### config.mk
export PLATFORM = sky130hd
export DESIGN_NAME = msg_event_collector
export DESIGN_NICKNAME = d
export VERILOG_FILES = /design/src/rtl/msg_event_collector.sv
export SDC_FILE = /design/constraint.sdc
export NUM_CORES = 1
export LEC_CHECK = 0
export CORE_AREA = 2 2 189 229
export DETAILED_ROUTE_END_ITERATION = 16
export DIE_AREA = 0 0 191 231
export PLACE_DENSITY = 0.43
export SYNTH_ARGS = -nofsm -noshare
export SYNTH_HDL_FRONTEND = slang
export SYNTH_SLANG_ARGS = --single-unit
### constraint.sdc
create_clock -name clk -period 7.6 [get_ports clk]
set_clock_uncertainty 0.15 [all_clocks]
set_input_delay 0.76 -clock clk [delete_from_list [all_inputs] [get_ports clk]]
set_output_delay 0.76 -clock clk [all_outputs]
set_load 0.01 [all_outputs]
### src/rtl/msg_event_collector.sv
// Event collector: round-robin arbitration of severity-tagged source events into a FIFO,
// with saturating error/warning counts and a sticky stop request carrying its cause.
module msg_event_collector #(
  parameter int N_SRC  = 4,
  parameter int DEPTH  = 8,
  parameter int CODE_W = 8
) (
  input  logic                      clk,
  input  logic                      rst_n,
  input  logic [N_SRC-1:0]          src_vld,
  input  logic [2*N_SRC-1:0]        src_sev,
  input  logic [CODE_W*N_SRC-1:0]   src_code,
  output logic [N_SRC-1:0]          src_ack,
  output logic                      out_vld,
  input  logic                      out_rdy,
  output logic [$clog2(N_SRC)-1:0]  out_src,
  output logic [1:0]                out_sev,
  output logic [CODE_W-1:0]         out_code,
  input  logic [15:0]               error_limit,
  input  logic [31:0]               timeout,
  input  logic                      soft_clr,
  output logic [15:0]               error_count,
  output logic [15:0]               warn_count,
  output logic                      stop_req,
  output logic [1:0]                stop_cause
);
  localparam int IDX_W = $clog2(N_SRC);
  localparam int AW    = $clog2(DEPTH);

  typedef enum logic {ST_RUN = 1'b0, ST_STOP = 1'b1} state_t;

  state_t             r_state, w_state_nxt;
  logic [IDX_W-1:0]   r_ptr;
  logic [AW-1:0]      r_wptr, r_rptr;
  logic [AW:0]        r_cnt;
  logic [IDX_W-1:0]   r_mem_src  [DEPTH];
  logic [1:0]         r_mem_sev  [DEPTH];
  logic [CODE_W-1:0]  r_mem_code [DEPTH];
  logic [15:0]        r_err, r_warn;
  logic [31:0]        r_timer;
  logic               r_stop;
  logic [1:0]         r_cause;

  logic               w_grant_vld, w_acc, w_full, w_empty, w_pop;
  logic [IDX_W-1:0]   w_grant_idx;
  logic [1:0]         w_sel_sev;
  logic [CODE_W-1:0]  w_sel_code;
  logic [15:0]        w_err_nxt, w_warn_nxt;
  logic               w_is_err, w_is_warn;
  logic               w_stop_fatal, w_stop_limit, w_stop_to, w_stop_any;
  logic [1:0]         w_cause_nxt;

  // Round-robin search; scanning far-to-near lets the nearest requester win.
  always_comb begin
    logic [IDX_W-1:0] w_idx;
    w_grant_vld = 1'b0;
    w_grant_idx = '0;
    for (int i = N_SRC; i >= 1; i--) begin
      w_idx = IDX_W'((int'(r_ptr) + i) % N_SRC);
      if (src_vld[w_idx]) begin
        w_grant_vld = 1'b1;
        w_grant_idx = w_idx;
      end
    end
  end

  assign w_full  = (r_cnt == (AW+1)'(DEPTH));
  assign w_empty = (r_cnt == '0);
  assign w_pop   = !w_empty && out_rdy;
  assign w_acc   = (r_state == ST_RUN) && !w_full && !soft_clr && w_grant_vld;

  assign w_sel_sev  = src_sev[2*int'(w_grant_idx) +: 2];
  assign w_sel_code = src_code[CODE_W*int'(w_grant_idx) +: CODE_W];

  // One-hot accept strobe for the granted source.
  always_comb begin
    src_ack = '0;
    if (w_acc) begin
      src_ack[w_grant_idx] = 1'b1;
    end else begin
      src_ack = '0;
    end
  end

  assign w_is_err     = w_sel_sev[1];
  assign w_is_warn    = (w_sel_sev == 2'd1);
  assign w_err_nxt    = (r_err  == 16'hFFFF) ? r_err  : r_err  + 16'd1;
  assign w_warn_nxt   = (r_warn == 16'hFFFF) ? r_warn : r_warn + 16'd1;
  assign w_stop_fatal = w_acc && (w_sel_sev == 2'd3);
  assign w_stop_limit = w_acc && w_is_err && (error_limit != 16'd0) && (w_err_nxt == error_limit);
  assign w_stop_to    = (r_state == ST_RUN) && (timeout != 32'd0) && ((r_timer + 32'd1) == timeout);
  assign w_stop_any   = w_stop_fatal || w_stop_limit || w_stop_to;

  // Cause priority: fatal over limit over timeout.
  always_comb begin
    w_cause_nxt = 2'd0;
    if (w_stop_fatal) begin
      w_cause_nxt = 2'd1;
    end else if (w_stop_limit) begin
      w_cause_nxt = 2'd2;
    end else if (w_stop_to) begin
      w_cause_nxt = 2'd3;
    end else begin
      w_cause_nxt = 2'd0;
    end
  end

  // Next-state logic; soft_clr overrides any stop condition.
  always_comb begin
    w_state_nxt = r_state;
    case (r_state)
      ST_RUN:  w_state_nxt = soft_clr ? ST_RUN : (w_stop_any ? ST_STOP : ST_RUN);
      ST_STOP: w_state_nxt = soft_clr ? ST_RUN : ST_STOP;
      default: w_state_nxt = ST_RUN;
    endcase
  end

  // State register and arbitration pointer.
  always_ff @(posedge clk or negedge rst_n) begin
    if (!rst_n) begin
      r_state <= ST_RUN;
      r_ptr   <= IDX_W'(N_SRC - 1);
    end else begin
      r_state <= w_state_nxt;
      if (w_acc) r_ptr <= w_grant_idx;
    end
  end

  // FIFO storage needs no reset: validity is tracked by r_cnt.
  always_ff @(posedge clk) begin
    if (w_acc) begin
      r_mem_src[r_wptr]  <= w_grant_idx;
      r_mem_sev[r_wptr]  <= w_sel_sev;
      r_mem_code[r_wptr] <= w_sel_code;
    end
  end

  // FIFO pointers and occupancy.
  always_ff @(posedge clk or negedge rst_n) begin
    if (!rst_n) begin
      r_wptr <= '0;
      r_rptr <= '0;
      r_cnt  <= '0;
    end else begin
      if (w_acc) r_wptr <= r_wptr + AW'(1);
      if (w_pop) r_rptr <= r_rptr + AW'(1);
      case ({w_acc, w_pop})
        2'b10:   r_cnt <= r_cnt + (AW+1)'(1);
        2'b01:   r_cnt <= r_cnt - (AW+1)'(1);
        default: r_cnt <= r_cnt;
      endcase
    end
  end

  // Counters, RUN timer and sticky stop state.
  always_ff @(posedge clk or negedge rst_n) begin
    if (!rst_n) begin
      r_err   <= 16'd0;
      r_warn  <= 16'd0;
      r_timer <= 32'd0;
      r_stop  <= 1'b0;
      r_cause <= 2'd0;
    end else if (soft_clr) begin
      r_err   <= 16'd0;
      r_warn  <= 16'd0;
      r_timer <= 32'd0;
      r_stop  <= 1'b0;
      r_cause <= 2'd0;
    end else begin
      if (w_acc && w_is_err)  r_err  <= w_err_nxt;
      if (w_acc && w_is_warn) r_warn <= w_warn_nxt;
      if (r_state == ST_RUN)  r_timer <= r_timer + 32'd1;
      if ((r_state == ST_RUN) && w_stop_any) begin
        r_stop  <= 1'b1;
        r_cause <= w_cause_nxt;
      end
    end
  end

  assign out_vld     = !w_empty;
  assign out_src     = r_mem_src[r_rptr];
  assign out_sev     = r_mem_sev[r_rptr];
  assign out_code    = r_mem_code[r_rptr];
  assign error_count = r_err;
  assign warn_count  = r_warn;
  assign stop_req    = r_stop;
  assign stop_cause  = r_cause;

endmodule
[Yosys cells after proc, flatten, opt, wreduce, memory -nomap -nowiden]
Memory sizes are Yosys's and may differ from the RTL's.
Index checks and enable logic that the tools add are counted.
Storage, ports and cells
  register bits after elaboration: 80
  bits in writable memories: 96
  memories: 3
Operators by class
  add/subtract/negate cells: 11
  magnitude comparators: 6
  equal/unequal tests: 11
  shifts and indexed selects: 2
  muxes and demuxes: 41
  bitwise logic cells: 1
  reductions and logical operators: 26
Memory list
  r_mem_code: words 8, width 8, rd ports 1, clocked after Yosys merged registers in 0, write ports 1, RTL line 38  | logic [CODE_W-1:0] r_mem_code [DEPTH];
  r_mem_sev: words 8, width 2, rd ports 1, clocked after Yosys merged registers in 0, write ports 1, RTL line 37  | logic [1:0] r_mem_sev [DEPTH];
  r_mem_src: words 8, width 2, rd ports 1, clocked after Yosys merged registers in 0, write ports 1, RTL line 36  | logic [IDX_W-1:0] r_mem_src [DEPTH];
Operators with widths (number)
  $mux W16: 6
  $mux W32: 2
  $add A16 B1 Y16 const B: 2
  $add A32 B1 Y32 const B: 1
  $eq A16 B16 Y1 const B: 2
  $eq A32 B32 Y1: 1
  $reduce_bool A32 Y1: 1
  $shiftx A32 B6 Y8: 1
  $mux W2: 9
  $eq A16 B16 Y1: 1
  $mux W1: 16
  $reduce_bool A16 Y1: 1
  $lt A2 B3 Y1 const B: 5
  $logic_and A1 B1 Y1: 13
  $bmux W1 S2: 4
  $pmux W4 S2: 1
  $reduce_bool A2 Y1: 4
  $shiftx A8 B4 Y2: 1
  $add A3 B1 Y3 const B: 2
  $add A2 B1 Y2 const B: 2
  $add A2 B2 Y2 const B: 2
  $add A4 B1 Y4 const B: 1
  $eq A2 B1 Y1 const B: 2
  $eq A2 B2 Y1 const B: 2
  other kinds (12): 16

[Depth between registers and ports, before layout]
  word-level depth: 16
  depth in mapped cells: 11

[Worst setup path after synthesis]
OpenSTA, ideal clock, no wires.
  path type: input -> output
  start point: in src_vld[1]
  end point: out src_ack[2]
  data arrival time: 2704 ps
  required time: 6690 ps
  path slack: 3986 ps
  stages on the path: 7
  path buffers: 2
  path through: o21a_1 > o21a_1 > nor3_1 > clkbuf_1 > clkbuf_1 > nand2_1 > nor2_1
Between the ends
  longest elaborated chain between the ends: 11
Ends and longest elaborated chain
  from (decl): RTL line 10  | input logic [N_SRC-1:0] src_vld,
  $bmux W1 S2: RTL line 60  | if (src_vld[w_idx]) begin
  $mux W1 (implied by the code): RTL line 60
  $mux W2 (3 in a row): RTL line 60
  $mux W2 (*): RTL line 60
  named net w_grant_idx[1]: RTL line 45  | logic [IDX_W-1:0] w_grant_idx;
  $lt A2 B3 Y1 (implied by the code) or $ge A2 B1 Y1 (tied branches): RTL line 79  | src_ack[w_grant_idx] = 1'b1;
  $logic_and A1 B1 Y1 (implied by the code): RTL line 79
  $mux W1 (implied by the code): RTL line 79
  $demux W1 S2 (*): RTL line 79
  $mux W4 (*): RTL line 78  | if (w_acc) begin
  to (decl): RTL line 13  | output logic [N_SRC-1:0] src_ack,
Mark *: on every way through the listed nets, which the timed path passes. The rest lies on a longest branch. The select of a mux whose other input is x is not followed.

[Worst setup path after layout]
  start point: in src_vld[3]
  end point: out src_ack[1]
Between the ends
  longest elaborated chain between the ends: 11
Ends and longest elaborated chain (RTL line)
  $bmux W1 S2: 60
  $mux W1 (implied by the code): 60
  $mux W2 (4 in a row): 60
  $lt A2 B3 Y1 (implied by the code) or $ge A2 B1 Y1 (tied branches): 79
  $logic_and A1 B1 Y1 (implied by the code): 79
  $mux W1 (implied by the code): 79
  $demux W1 S2: 79
  $mux W4 (*): 78
Every way passes the cells marked *; elsewhere a longest branch is shown, timed or not. The select of a mux whose other input is x is not followed.

==> impl.org <==
** Run status
- Outcome :: finished, final reports clean

** Floorplanning
- Number of cell rows :: 83
- The die is 231 µm tall.
- Die Width :: 191 µm
- The die covers between 40000 and 50000 µm².
- The region available for standard cell placement spans 42100 µm².
- Pin placement for this block handled 148 I/O pins.
- Starting density of the core :: 24.6%

** Power and ir drop
- Net switching is 32.5% of the power.
- Leak Pwr :: 4.47 nW
- For this design the total switching power over the nets is 1.11 mW.
- Combinational share of power :: 34.3%
- Power consumption :: 3.42 mW
- Sequential power share :: 39.3%
- Cell internal power was estimated by the tool at 2.31 mW.
- Share of power burned in the clock network :: 26.5%
- VDD sags by at most roughly 0.17 mV.
- In this run the power density over the cells is 264 nW/µm².

** Clocking
- Clock sink count :: 176
- The clock passes through at most 2 buffers.
- Hold repair after CTS inserted 0 buffers.
- Clock latency of the later-clocked register in the worst-skew pair :: between 0.4 and 0.5 ns
- Post CTS Setup Buffer Count :: 0
- Clock-pin slew was measured on the worst setup and hold paths at 0.07 ns.
- TritonCTS built the clock tree.
- CTS H-Tree Depth :: 4
- The cell sitting at the root of the clock tree is a clkbuf_16.
- Clock tree synthesis inserted a total of 17 buffers.
- The number of gates resized after CTS was 0.

** Global route
- GR peak layer :: met2
- The first global-routing pass estimated 46400 µm of wire.
- Global routing used 2.43% of the available met3 tracks.
- Global routing consumed, over all layers together, approximately 14% of the routing resources.
- Global routing used 17.8% of the available met1 tracks.
- Maximum number of pins on one net before global-route repair :: 65
- The via count of the first global-routing pass came to 7914.
- Antenna violations before repair :: 1
- Global routing finished with a remaining overflow of 0.
- Global routing met2 resource utilization :: 23.3%

** Cells and area
- Synth-to-layout area growth :: 25.0%
- Of the cells placed in the final design, the portion with a size suffix greater than 1 is between 10 and 15%.
- Number of fill cells :: 4379
- After the last flow step, the layout net total stands at 1179.
- 0 antenna diodes ended up in the layout.

** Logic synthesis
- Summing the areas of all fa, ha and maj instances in the mapped netlist gives approximately 1.2% of the synthesized area.
- Sequential element share of the synthesized area :: roughly 47%
- The portion of synthesized area spent on multiplexers is around a tenth.
- Share of async-settable or async-resettable flops after synthesis :: 45.5%
- The netlist uses 92 different library cells.
- Syn Nets :: 1060
- Synthesis inferred 176 register bits.
- The synthesized netlist devotes 20.0% of its cell area to simple gates.
- Synthesis handed over a netlist of roughly 960 instances.
- Mean area per synthesized cell :: 10.9 µm²
- Post-synthesis share of cell area spent on xor and xnor gates :: 9.34%
- Among all flip-flop cells after synthesis, the most frequent one is edfxtp_1.
- During synthesis, Yosys emitted a total of 0 warnings.
- Dominant combinational cell family by area after synthesis :: simple AND/OR/NAND/NOR gates
- Total standard cell area after synthesis :: between 10000 and 15000 µm²
- Yosys mapped a number of flops with a built-in enable equal to 96.
- Summing the areas of all compound-gate instances in the mapped netlist gives 8.91% of the synthesized area.

** Placement
- At the placement stage, the worst setup path has a slack of 3.00 ns.
- Input and output buffers added on the ports amount to 147.
- The HPWL after detailed placement is 21500 µm.
- The congestion estimate from routability-driven global placement came to approximately 0.83.

** STA
- Final critical-path setup slack :: approximately 3.0 ns
- Final hold violation count :: 0
- Post-route minimum period :: 4.57 ns
- Accumulated negative setup slack :: 0 ns
- Final worst hold slack :: 0.0550 ns
- Max-slew violations :: 0
- Timing-limited maximum frequency :: around 220 MHz
- Setup violations remaining at the end of the flow were counted as 0.
- Post-route fraction of the period consumed by the critical path :: 60.1%
- Actual transition at the worst max-transition pin :: 1.05 ns
- Headroom to the max-slew limit came out at 29.3%.
- Setup repair after global routing missed its margin :: no

** Run
- Max-capacitance violation count :: 0

** Routing
- Dividing the detail-routed wire length by the instance count gives 18.5 µm.
- Detailed-routing iteration count for the pre-antenna-repair pass :: 5
- Initial DRC count :: approximately 380
- Vias :: 7842
- After detailed routing, the number of vias per cell comes to 4.78.
- For this block, the routed nets add up to 30200 µm of wire.
- Total DRC errors in the routed layout :: 0
- The detail route stage leaves a number of antenna-violating nets equal to 0.

** Critical path
- Of all nets on the critical path, the largest fanout is 13.
- Critical setup path kind :: in -> out
- The worst setup path is launched from a primary input.
- For the worst setup path, the data required time is around 6.7 ns.
- STA puts the critical path data arrival time at 3.66 ns.
- STA classifies the critical path endpoint as an output port.

** Min path
- The tightest min-delay check is of the in -> async type.
## worst max-delay path, stage by stage
cell and delay [ns]:
clkdlybuf4s50_1 0.58, nor4_1 0.11, a2111oi_2 0.79, inv_1 0.52
nor3_1 0.31, clkdlybuf4s50_1 0.58
## cell type report
cell class	count	area [µm²]	share of cell area [%]
multi-input combinational	701	5140	39.7
inverter	20	75.1	0.580
clock buffer	26	541	4.17
timing repair buffer	158	1550	11.9
sequential	176	4890	37.7
clock inverter	6	68.8	0.531
tap	552	691	5.33
## kinds of logic after synthesis
logic type,after synthesis
buffers and inverters,78
adder cells (fa/ha/maj),9
AO/OA/AOI/OAI,134
XOR/XNOR,109
multiplexers,66
AND/OR/NAND/NOR,383
flip-flops,176
## sequential cells by signal, indices dropped and copies added (netlist names), 3 cells and up
| register | cells |
|---|---|
| r_mem_code | 64 |
| r_timer | 32 |
| error_count | 16 |
| r_mem_sev | 16 |
| r_mem_src | 16 |
| warn_count | 16 |
| r_cnt | 4 |
| r_rptr | 3 |
| r_wptr | 3 |
## cells in the mapped netlist (5+ instances only)
library cell / n / share of area (%)
a21oi_1: 40 / 1.9
a311oi_1: 7 / 0.59
and2_1: 8 / 0.48
and3_1: 14 / 0.85
and4_1: 11 / 0.93
buf_1: 6 / 0.22
buf_2: 10 / 0.48
clkbuf_1: 30 / 1.1
dfrtp_1: 78 / 19
edfxtp_1: 96 / 28
ha_1: 8 / 0.97
inv_1: 20 / 0.72
mux2_2: 23 / 2.5
mux2i_1: 18 / 1.7
mux4_2: 24 / 5.2
nand2_1: 61 / 2.2
nand2b_1: 6 / 0.36
nand3_1: 21 / 1.0
nand4_1: 30 / 1.8
nor2_1: 99 / 3.6
nor2b_1: 9 / 0.54
nor3_1: 41 / 2.0
nor3b_1: 5 / 0.36
nor4_1: 30 / 1.8
nor4b_1: 5 / 0.42
o21a_1: 6 / 0.43
o21ai_0: 25 / 1.2
or3_1: 7 / 0.42
or4_1: 8 / 0.58
xnor2_1: 73 / 6.2
xor2_1: 35 / 3.0
## power groups by stage
stage	Sequential [mW]	Combinational [mW]	Clock (mW)
2_1_floorplan	1.30	0.759	0
3_3_place_gp	1.37	1.19	0
3_5_place_dp	1.37	1.20	0
4_1_cts	1.35	1.20	0.942
5_1_grt	1.37	1.29	0.977
6_report	1.35	1.17	0.906
## metal layers
metal / part of all wire (%) / vias up
met5: 0.043 / -
met4: 1.6 / 2
met3: 4.2 / 22
met2: 49 / 183
met1: 45 / 3815
li1: - / 3820
## final timing paths
check / cells after the start / from / endpoint / slack, ns
min reg2reg: 2 / r_ptr[0]$_DFFE_PN1P_ / r_ptr[0]$_DFFE_PN1P_ / 0.37
min: 1 / rst_n / r_timer[16]$_DFFE_PN0P_ / 0.06
max in group asynchronous: 2 / rst_n / warn_count[3]$_DFFE_PN0P_ / 6.09
max: 6 / src_vld[3] / src_ack[1] / 3.03
min in group clk: 2 / r_ptr[0]$_DFFE_PN1P_ / r_ptr[0]$_DFFE_PN1P_ / 0.37
max reg2reg: 9 / r_timer[0]$_DFFE_PN0P_ / stop_cause[1]$_DFFE_PN0P_ / 3.84
## metrics by stage
stage,utilization [%],std cells,area [µm²]
2_1_floorplan,-,955,10400
3_3_place_gp,29.3,1607,12300
3_5_place_dp,29.3,1607,12300
4_1_cts,30.8,1639,13000
5_1_grt,30.8,1639,13000
6_report,30.8,1639,13000
## cells in the final DEF, fill, tap and decap left out, types with 5 or more instances in the layout
cell type and instances:
a21oi_1 40, a311oi_1 7, and2_1 8, and3_1 14, and4_1 11, buf_4 12
clkbuf_16 18, clkbuf_8 6, clkdlybuf4s50_1 145, dfrtp_1 78, edfxtp_1 96, ha_1 8
inv_1 20, mux2_2 23, mux2i_1 18, mux4_2 24, nand2_1 61, nand2b_1 6
nand3_1 21, nand4_1 30, nor2_1 98, nor2b_1 9, nor3_1 38, nor4_1 29
nor4_2 5, o21a_1 6, o21ai_0 25, or3_1 7, or4_1 8, xnor2_1 73
xor2_1 35
Note: power is estimated with default switching activity, not from simulation.
